$ cat src/rtl/scan_chain_sequencer.sv
// Byte-stream sequencer for the core's scan chain (LSB-first shift with readback)
// and for bounded processor runs via proc_en/halt.
module scan_chain_sequencer #(
  parameter int CHAIN_LEN = 136,
  parameter int RUN_W     = 16
) (
  input  logic             clk,
  input  logic             rst_n,
  input  logic             start_load,
  input  logic             start_run,
  input  logic             abort,
  input  logic [RUN_W-1:0] run_limit,
  input  logic [7:0]       in_data,
  input  logic             in_valid,
  output logic             in_ready,
  output logic [7:0]       out_data,
  output logic             out_valid,
  input  logic             out_ready,
  output logic             scan_enable,
  output logic             scan_in_bit,
  input  logic             scan_out_bit,
  output logic             proc_en,
  input  logic             halt,
  output logic             busy,
  output logic             done,
  output logic             timeout
);

  // Remaining-bit counter is at least 4 bits wide so the compare against 8 never truncates.
  localparam int RW = ($clog2(CHAIN_LEN + 1) < 4) ? 4 : $clog2(CHAIN_LEN + 1);

  typedef enum logic [2:0] {
    S_IDLE,
    S_LOAD_WAIT,
    S_SHIFT,
    S_OUT_WAIT,
    S_RUN
  } state_e;

  state_e           state_q, state_d;
  logic [RW-1:0]    rem_q, rem_d;
  logic [3:0]       n_q, n_d;
  logic [2:0]       bit_q, bit_d;
  logic [7:0]       shreg_q, shreg_d;
  logic [7:0]       out_q, out_d;
  logic [RUN_W-1:0] limit_q, limit_d;
  logic [RUN_W-1:0] cnt_q, cnt_d;
  logic [RUN_W-1:0] cnt_inc;
  logic             done_q, done_d;
  logic             timeout_q, timeout_d;

  assign cnt_inc = cnt_q + RUN_W'(1);

  always_comb begin
    state_d   = state_q;
    rem_d     = rem_q;
    n_d       = n_q;
    bit_d     = bit_q;
    shreg_d   = shreg_q;
    out_d     = out_q;
    limit_d   = limit_q;
    cnt_d     = cnt_q;
    done_d    = 1'b0;
    timeout_d = timeout_q;
    case (state_q)
      S_IDLE: begin
        if (start_load) begin
          state_d   = S_LOAD_WAIT;
          rem_d     = RW'(CHAIN_LEN);
          timeout_d = 1'b0;
        end else if (start_run) begin
          state_d   = S_RUN;
          limit_d   = run_limit;
          cnt_d     = '0;
          timeout_d = 1'b0;
        end
      end
      S_LOAD_WAIT: begin
        if (in_valid) begin
          state_d = S_SHIFT;
          shreg_d = in_data;
          out_d   = 8'h00;
          bit_d   = 3'd0;
          n_d     = (rem_q >= RW'(8)) ? 4'd8 : rem_q[3:0];
        end
      end
      S_SHIFT: begin
        out_d[bit_q] = scan_out_bit;
        shreg_d      = {1'b0, shreg_q[7:1]};
        rem_d        = rem_q - RW'(1);
        bit_d        = bit_q + 3'd1;
        if (({1'b0, bit_q} + 4'd1) == n_q) state_d = S_OUT_WAIT;
      end
      S_OUT_WAIT: begin
        if (out_ready) begin
          if (rem_q == '0) begin
            state_d = S_IDLE;
            done_d  = 1'b1;
          end else begin
            state_d = S_LOAD_WAIT;
          end
        end
      end
      S_RUN: begin
        cnt_d = cnt_inc;
        // halt has priority over the cycle limit when both land together
        if (halt) begin
          state_d = S_IDLE;
          done_d  = 1'b1;
        end else if ((limit_q != '0) && (cnt_inc == limit_q)) begin
          state_d   = S_IDLE;
          timeout_d = 1'b1;
        end
      end
      default: state_d = S_IDLE;
    endcase
    if (abort) begin
      state_d   = S_IDLE;
      done_d    = 1'b0;
      timeout_d = timeout_q;
    end
  end

  always_ff @(posedge clk or negedge rst_n) begin
    if (!rst_n) begin
      state_q   <= S_IDLE;
      rem_q     <= '0;
      n_q       <= '0;
      bit_q     <= '0;
      shreg_q   <= '0;
      out_q     <= '0;
      limit_q   <= '0;
      cnt_q     <= '0;
      done_q    <= 1'b0;
      timeout_q <= 1'b0;
    end else begin
      state_q   <= state_d;
      rem_q     <= rem_d;
      n_q       <= n_d;
      bit_q     <= bit_d;
      shreg_q   <= shreg_d;
      out_q     <= out_d;
      limit_q   <= limit_d;
      cnt_q     <= cnt_d;
      done_q    <= done_d;
      timeout_q <= timeout_d;
    end
  end

  assign busy        = (state_q != S_IDLE);
  assign in_ready    = (state_q == S_LOAD_WAIT);
  assign out_valid   = (state_q == S_OUT_WAIT);
  assign scan_enable = (state_q == S_SHIFT);
  assign proc_en     = (state_q == S_RUN);
  assign scan_in_bit = scan_enable & shreg_q[0];
  assign out_data    = out_q;
  assign done        = done_q;
  assign timeout     = timeout_q;

endmodule

$ cat config.mk
export PLATFORM = sky130hd
export DESIGN_NAME = scan_chain_sequencer
export DESIGN_NICKNAME = d
export VERILOG_FILES = /design/src/rtl/scan_chain_sequencer.sv
export SDC_FILE = /design/constraint.sdc
export NUM_CORES = 1
export LEC_CHECK = 0
export CAP_MARGIN = 20
export CORE_ASPECT_RATIO = 1.75
export CORE_MARGIN = 2
export CORE_UTILIZATION = 50
export DETAILED_ROUTE_END_ITERATION = 8
export HOLD_SLACK_MARGIN = 0.08
export PLACE_DENSITY = 0.73
export SYNTH_ARGS = -nofsm -noshare
export SYNTH_HDL_FRONTEND = slang
export SYNTH_SLANG_ARGS = --single-unit
$ cat constraint.sdc
create_clock -name clk -period 3.4 [get_ports clk]
set_input_delay 0.51 -clock clk [delete_from_list [all_inputs] [get_ports clk]]
set_output_delay 0.51 -clock clk [all_outputs]
set_load 0.05 [all_outputs]
== Yosys cells after proc, flatten, opt, wreduce, memory -nomap -nowiden ==
Index checks and enable logic that the tools add are counted.
Operators by class
  $add $sub $neg: 4
  $lt $le $gt $ge: 3
  eq/ne operators: 18
  mux-type cells: 35
  bitwise gates (word level): 3
  reductions and logical operators: 16
Operators by type and width (number)
  case mux 8 bit (2 select lines): 3
  2-to-1 mux 16 bit: 2
  case mux 16 bit (2 select lines): 1
  2-to-1 mux 3 bit: 9
  2-to-1 mux 8 bit: 3
  adder 16 x 1 -> 16 bit (second input constant): 1
  == test 16 bit: 1
  nonzero test 16 bit: 1
  case mux 3 bit (5 select lines): 1
  2-to-1 mux 1 bit: 10
  != test 2 bit (second input constant): 5
  AND reduction 5 bit: 2
  bitwise mux 8 bit: 1
  greater-or-equal comparator 8 x 4 -> 1 bit (second input constant): 1
  zero test 8 bit: 1
  subtractor 8 x 1 -> 8 bit (second input constant): 1
  == test 3 x 2 -> 1 bit (second input constant): 2
  != test 3 x 2 -> 1 bit (second input constant): 2
  != test 3 bit (second input constant): 2
  case mux 3 bit (2 select lines): 1
  AND reduction 2 bit: 3
  AND reduction 3 bit: 2
  nonzero test 2 bit: 3
  adder 3 x 1 -> 4 bit (second input constant): 1
  17 further kinds: 20
Word-level totals
  register bits after elaboration: 68
  input bits: 33
  output and inout bits: 16
  word-level logic and storage cells: 89

== Longest topological paths before layout ==
  depth after elaboration: 7
  depth in mapped cells: 9

== Worst setup path before layout ==
Ideal clock, no wire load.
  kind: reg-to-output
  start: register state_q[2]
  end: output scan_in_bit
  arrival: 2313 ps
  required time: 2890 ps
  path slack: 577 ps
  stages on the path, launching flop included: 7
  path buffers: 3
  cell sequence: dfrtp_1 -> clkbuf_1 -> or3b_1 -> clkbuf_1 -> inv_2 -> clkbuf_1 -> and2_1
On the way
  cells in the longest elaborated chain, start to end: 2
Ends and longest elaborated chain
  from (decl): RTL line 40  | state_e state_q, state_d;
  from (signal assigned): RTL line 137  | state_q <= state_d;
  == test 3 x 2 -> 1 bit: RTL line 153  | assign scan_enable = (state_q == S_SHIFT);
  named net scan_enable: RTL line 19  | output logic scan_enable,
  bitwise AND 1 bit: RTL line 155  | assign scan_in_bit = scan_enable & shreg_q[0];
  to (decl): RTL line 20  | output logic scan_in_bit,
The timed path passes the listed nets, and every way through them passes these cells.

== Worst setup path in the final report ==
  start: register state_q[1]
  end: output scan_in_bit
On the way
  cells in the longest elaborated chain, start to end: 2
Ends and longest elaborated chain (RTL line)
  == test 3 x 2 -> 1 bit: 153
  bitwise AND 1 bit: 155
No other way between the ends.

==> impl_metrics.ini <==
[clocking]
cts_root_buf = clkbuf_16
cts.sinks = 68
cts_setup_buffers = 0
cts_tree = done
cts.clk_slew.worst_paths_ps = 60
ctsResizeCount = 0
cts-buffers-inserted = 9
ctsHoldBuffers = 0
cts-htree-levels = 3
clk_path_buf_depth = 2
clk_latency_ps = 340

[yosys]
ys_async_sr_fraction_pct = 100.0
mappedNetlistNets = 479
synthFlopType = dfrtp_1
synth-compound-area-share_pct = 16.98
synth_top_cell_area_share_pct = 45.09
yosys.area.top_type = dfrtp_1
yosys.area_share.adder_pct = 0.9947
synth_edf_count = 0
yosysWarnings = 0
synth-xor-area-share_pct = 5.570
synthMuxAreaShare_pct = 0.5305
synth_top_family_by_area = simple AND/OR/NAND/NOR gates
synthDistinctLibCells = 54
synthTopCellsByCount = nand2_1, dfrtp_1, o21ai_0
syn_avg_cell_area_um2 = 8.518
synth.most_common_cell = nand2_1
synth_area_leaders = dfrtp_1, nand2_1, o21ai_0
synth.yosys.seq_area_share_pct = 45.09
syn_inst = 443
synth-seq-cells = 68
syn-cell-area_mm2 = 0.003774
yosys.area_share.simple_pct = 26.36

[timing]
setup-tns-final_ps = 0
fmax_ghz = 0.3344
finalClockSkew_ps = 7.173
rsz0062_at_grt = false
slew_headroom_pct = 54.18
tightest_slew_ps = 687.2
setup_viol = 0
period_minus_slack_ps = 2990
report.final.slew_viol_count = 0
post-route-period-util_pct = 87.95
finalHoldViolCount = 0
finalWorstSetupSlack_ps = 409.8

[place]
gp_congestion = 0.9623
dp_slack_ps = 629.2
io_buffer_count = 48
dp.cells = 557
place_hpwl_um = 7352

[final_layout]
drive_above_1_share_pct = 7.392
final_cells = 573
syn2layout_area_growth_pct = 21.09
diodes = 0
layout.nets = 518

[routing]
via_count = 3427
route.top_layer_used = met4
wl_met3_um = 388
wl_per_cell_um = 16.87
met1Wirelength_um = 3600
dr_wl_met2_um = 5227
drc = 0
viasPerCell = 5.981
wirelength_um = 9667
drtAntennaViolNets = 0
dr.pass1.iters = 4
drt_iter0_drc = 149

[die]
die_w_um = 69.67
std_cell_rows = 41
ios = 49
fp.coreArea_mm2 = 0.007284
die_h_um = 118.9
start_util_pct = 51.80
die_area_mm2 = 0.008286

[critical_path]
startpoint_type = register
crit_path_top_delay_cell = clkdlybuf4s50_1
ff2ff_path_depth = 6
slowest_delay_ps = 800
critPathKind = register to output port
worstPathMaxFanout = 16
cp_cell_sequence = or3b_1, inv_2, and2_1, clkdlybuf4s50_1
worst_ep_arrival_time_ps = 2480
cp.required_ps = 2890
end_kind = output port

[power_and_ir_drop]
vdd_drop_max_mv = 0.5555
p_per_area_mw_per_mm2 = 582.6
finalPower_mw = 2.662
leakage_nw = 2.026

[global_routing]
grt_overflow = 0
track_usage_pct = 24.99
grt_pass1_vias = 3458
grt_pass1_wl_um = 16240
antenna_found_initial = 0
grt_max_degree = 31

[outcome]
status = finished, final reports clean

[job]
drv_cap = 0

[min_path]
hp-class = primary input to asynchronous set/reset pin
==> per-layer routing <==
| metal | GRT usage, % | vias up |
|---|---|---|
| met5 | 0 | - |
| met1 | 26.45 | 1669 |
| li1 | - | 1626 |
| met4 | 14.54 | 0 |
| met3 | 5.668 | 28 |
| met2 | 44.65 | 104 |
==> final timing paths <==
path	from	endpoint	slack, ps
worst max-delay path	state_q[1]$_DFFE_PN0P_	scan_in_bit	410
worst min-delay path	rst_n	limit_q[1]$_DFFE_PN0P_	210
worst max register to register	cnt_q[5]$_DFFE_PN0P_	state_q[2]$_DFFE_PN0P_	610
worst min register to register	out_data[3]$_DFFE_PN0P_	out_data[3]$_DFFE_PN0P_	500
max in group asynchronous	rst_n	shreg_q[5]$_DFFE_PN0P_	2390
min in group clk	out_data[3]$_DFFE_PN0P_	out_data[3]$_DFFE_PN0P_	500
==> kinds of logic after synthesis <==
logic type                 count (synthesis)
and+or+nand+nor                          208
adders and majority gates                  3
DFF                                       68
AOI/OAI and AO/OA                        103
buffers and inverters                     35
muxes                                      2
xor gates and xnor gates                  24
==> layout make-up <==
class	instances	area, µm²
clock inverters	6	63.81
inverters	9	33.78
repair buffers	54	520.5
well taps	86	107.6
fillers	633	2715
clock buffers	10	239.0
multi-input cells	340	1903
flip-flops and latches	68	1702
==> critical path: cells and delay by family, from the launching register on <==
kind / cells / cell delay [ps]
buf+inv: 2 / 1040
flops: 1 / 500
simple gates: 2 / 590
==> per-stage QoR <==
stage                     util [%]  hold slack [ps]  area [µm²]
after CTS                    62.73            218.8        4569
final                        62.73            208.5        4569
after detailed placement     58.57            495.1        4267
after global routing         62.73            261.5        4569
after global placement       58.57            492.8        4267
after floorplan                  -            214.4        3774
==> state kept, by name, summed over array words and instances (netlist names) <==
name / cells
bit_q: 3
cnt_q: 16
done: 1
limit_q: 16
n_q: 4
out_data: 8
rem_q: 8
shreg_q: 8
state_q: 3
timeout: 1
==> cells in the final DEF, fill, tap and decap left out, types with 11 or more instances in the layout <==
cell               n
a21oi_1           13
a31oi_1           11
clkdlybuf4s50_1   47
dfrtp_1           68
nand2_1          103
nand3_1           15
nor2_1            31
nor3_1            16
o21ai_0           41
o31ai_1           14
xnor2_1           12
xor2_1            12
==> power breakdown <==
| group | switching, mW | internal (mW) | leakage (nW) |
|---|---|---|---|
| registers | 0.171 | 0.947 | 0.890 |
| clock network | 0.356 | 0.585 | 0.144 |
| logic | 0.339 | 0.264 | 0.991 |
Power figures use the tool's default switching activity.
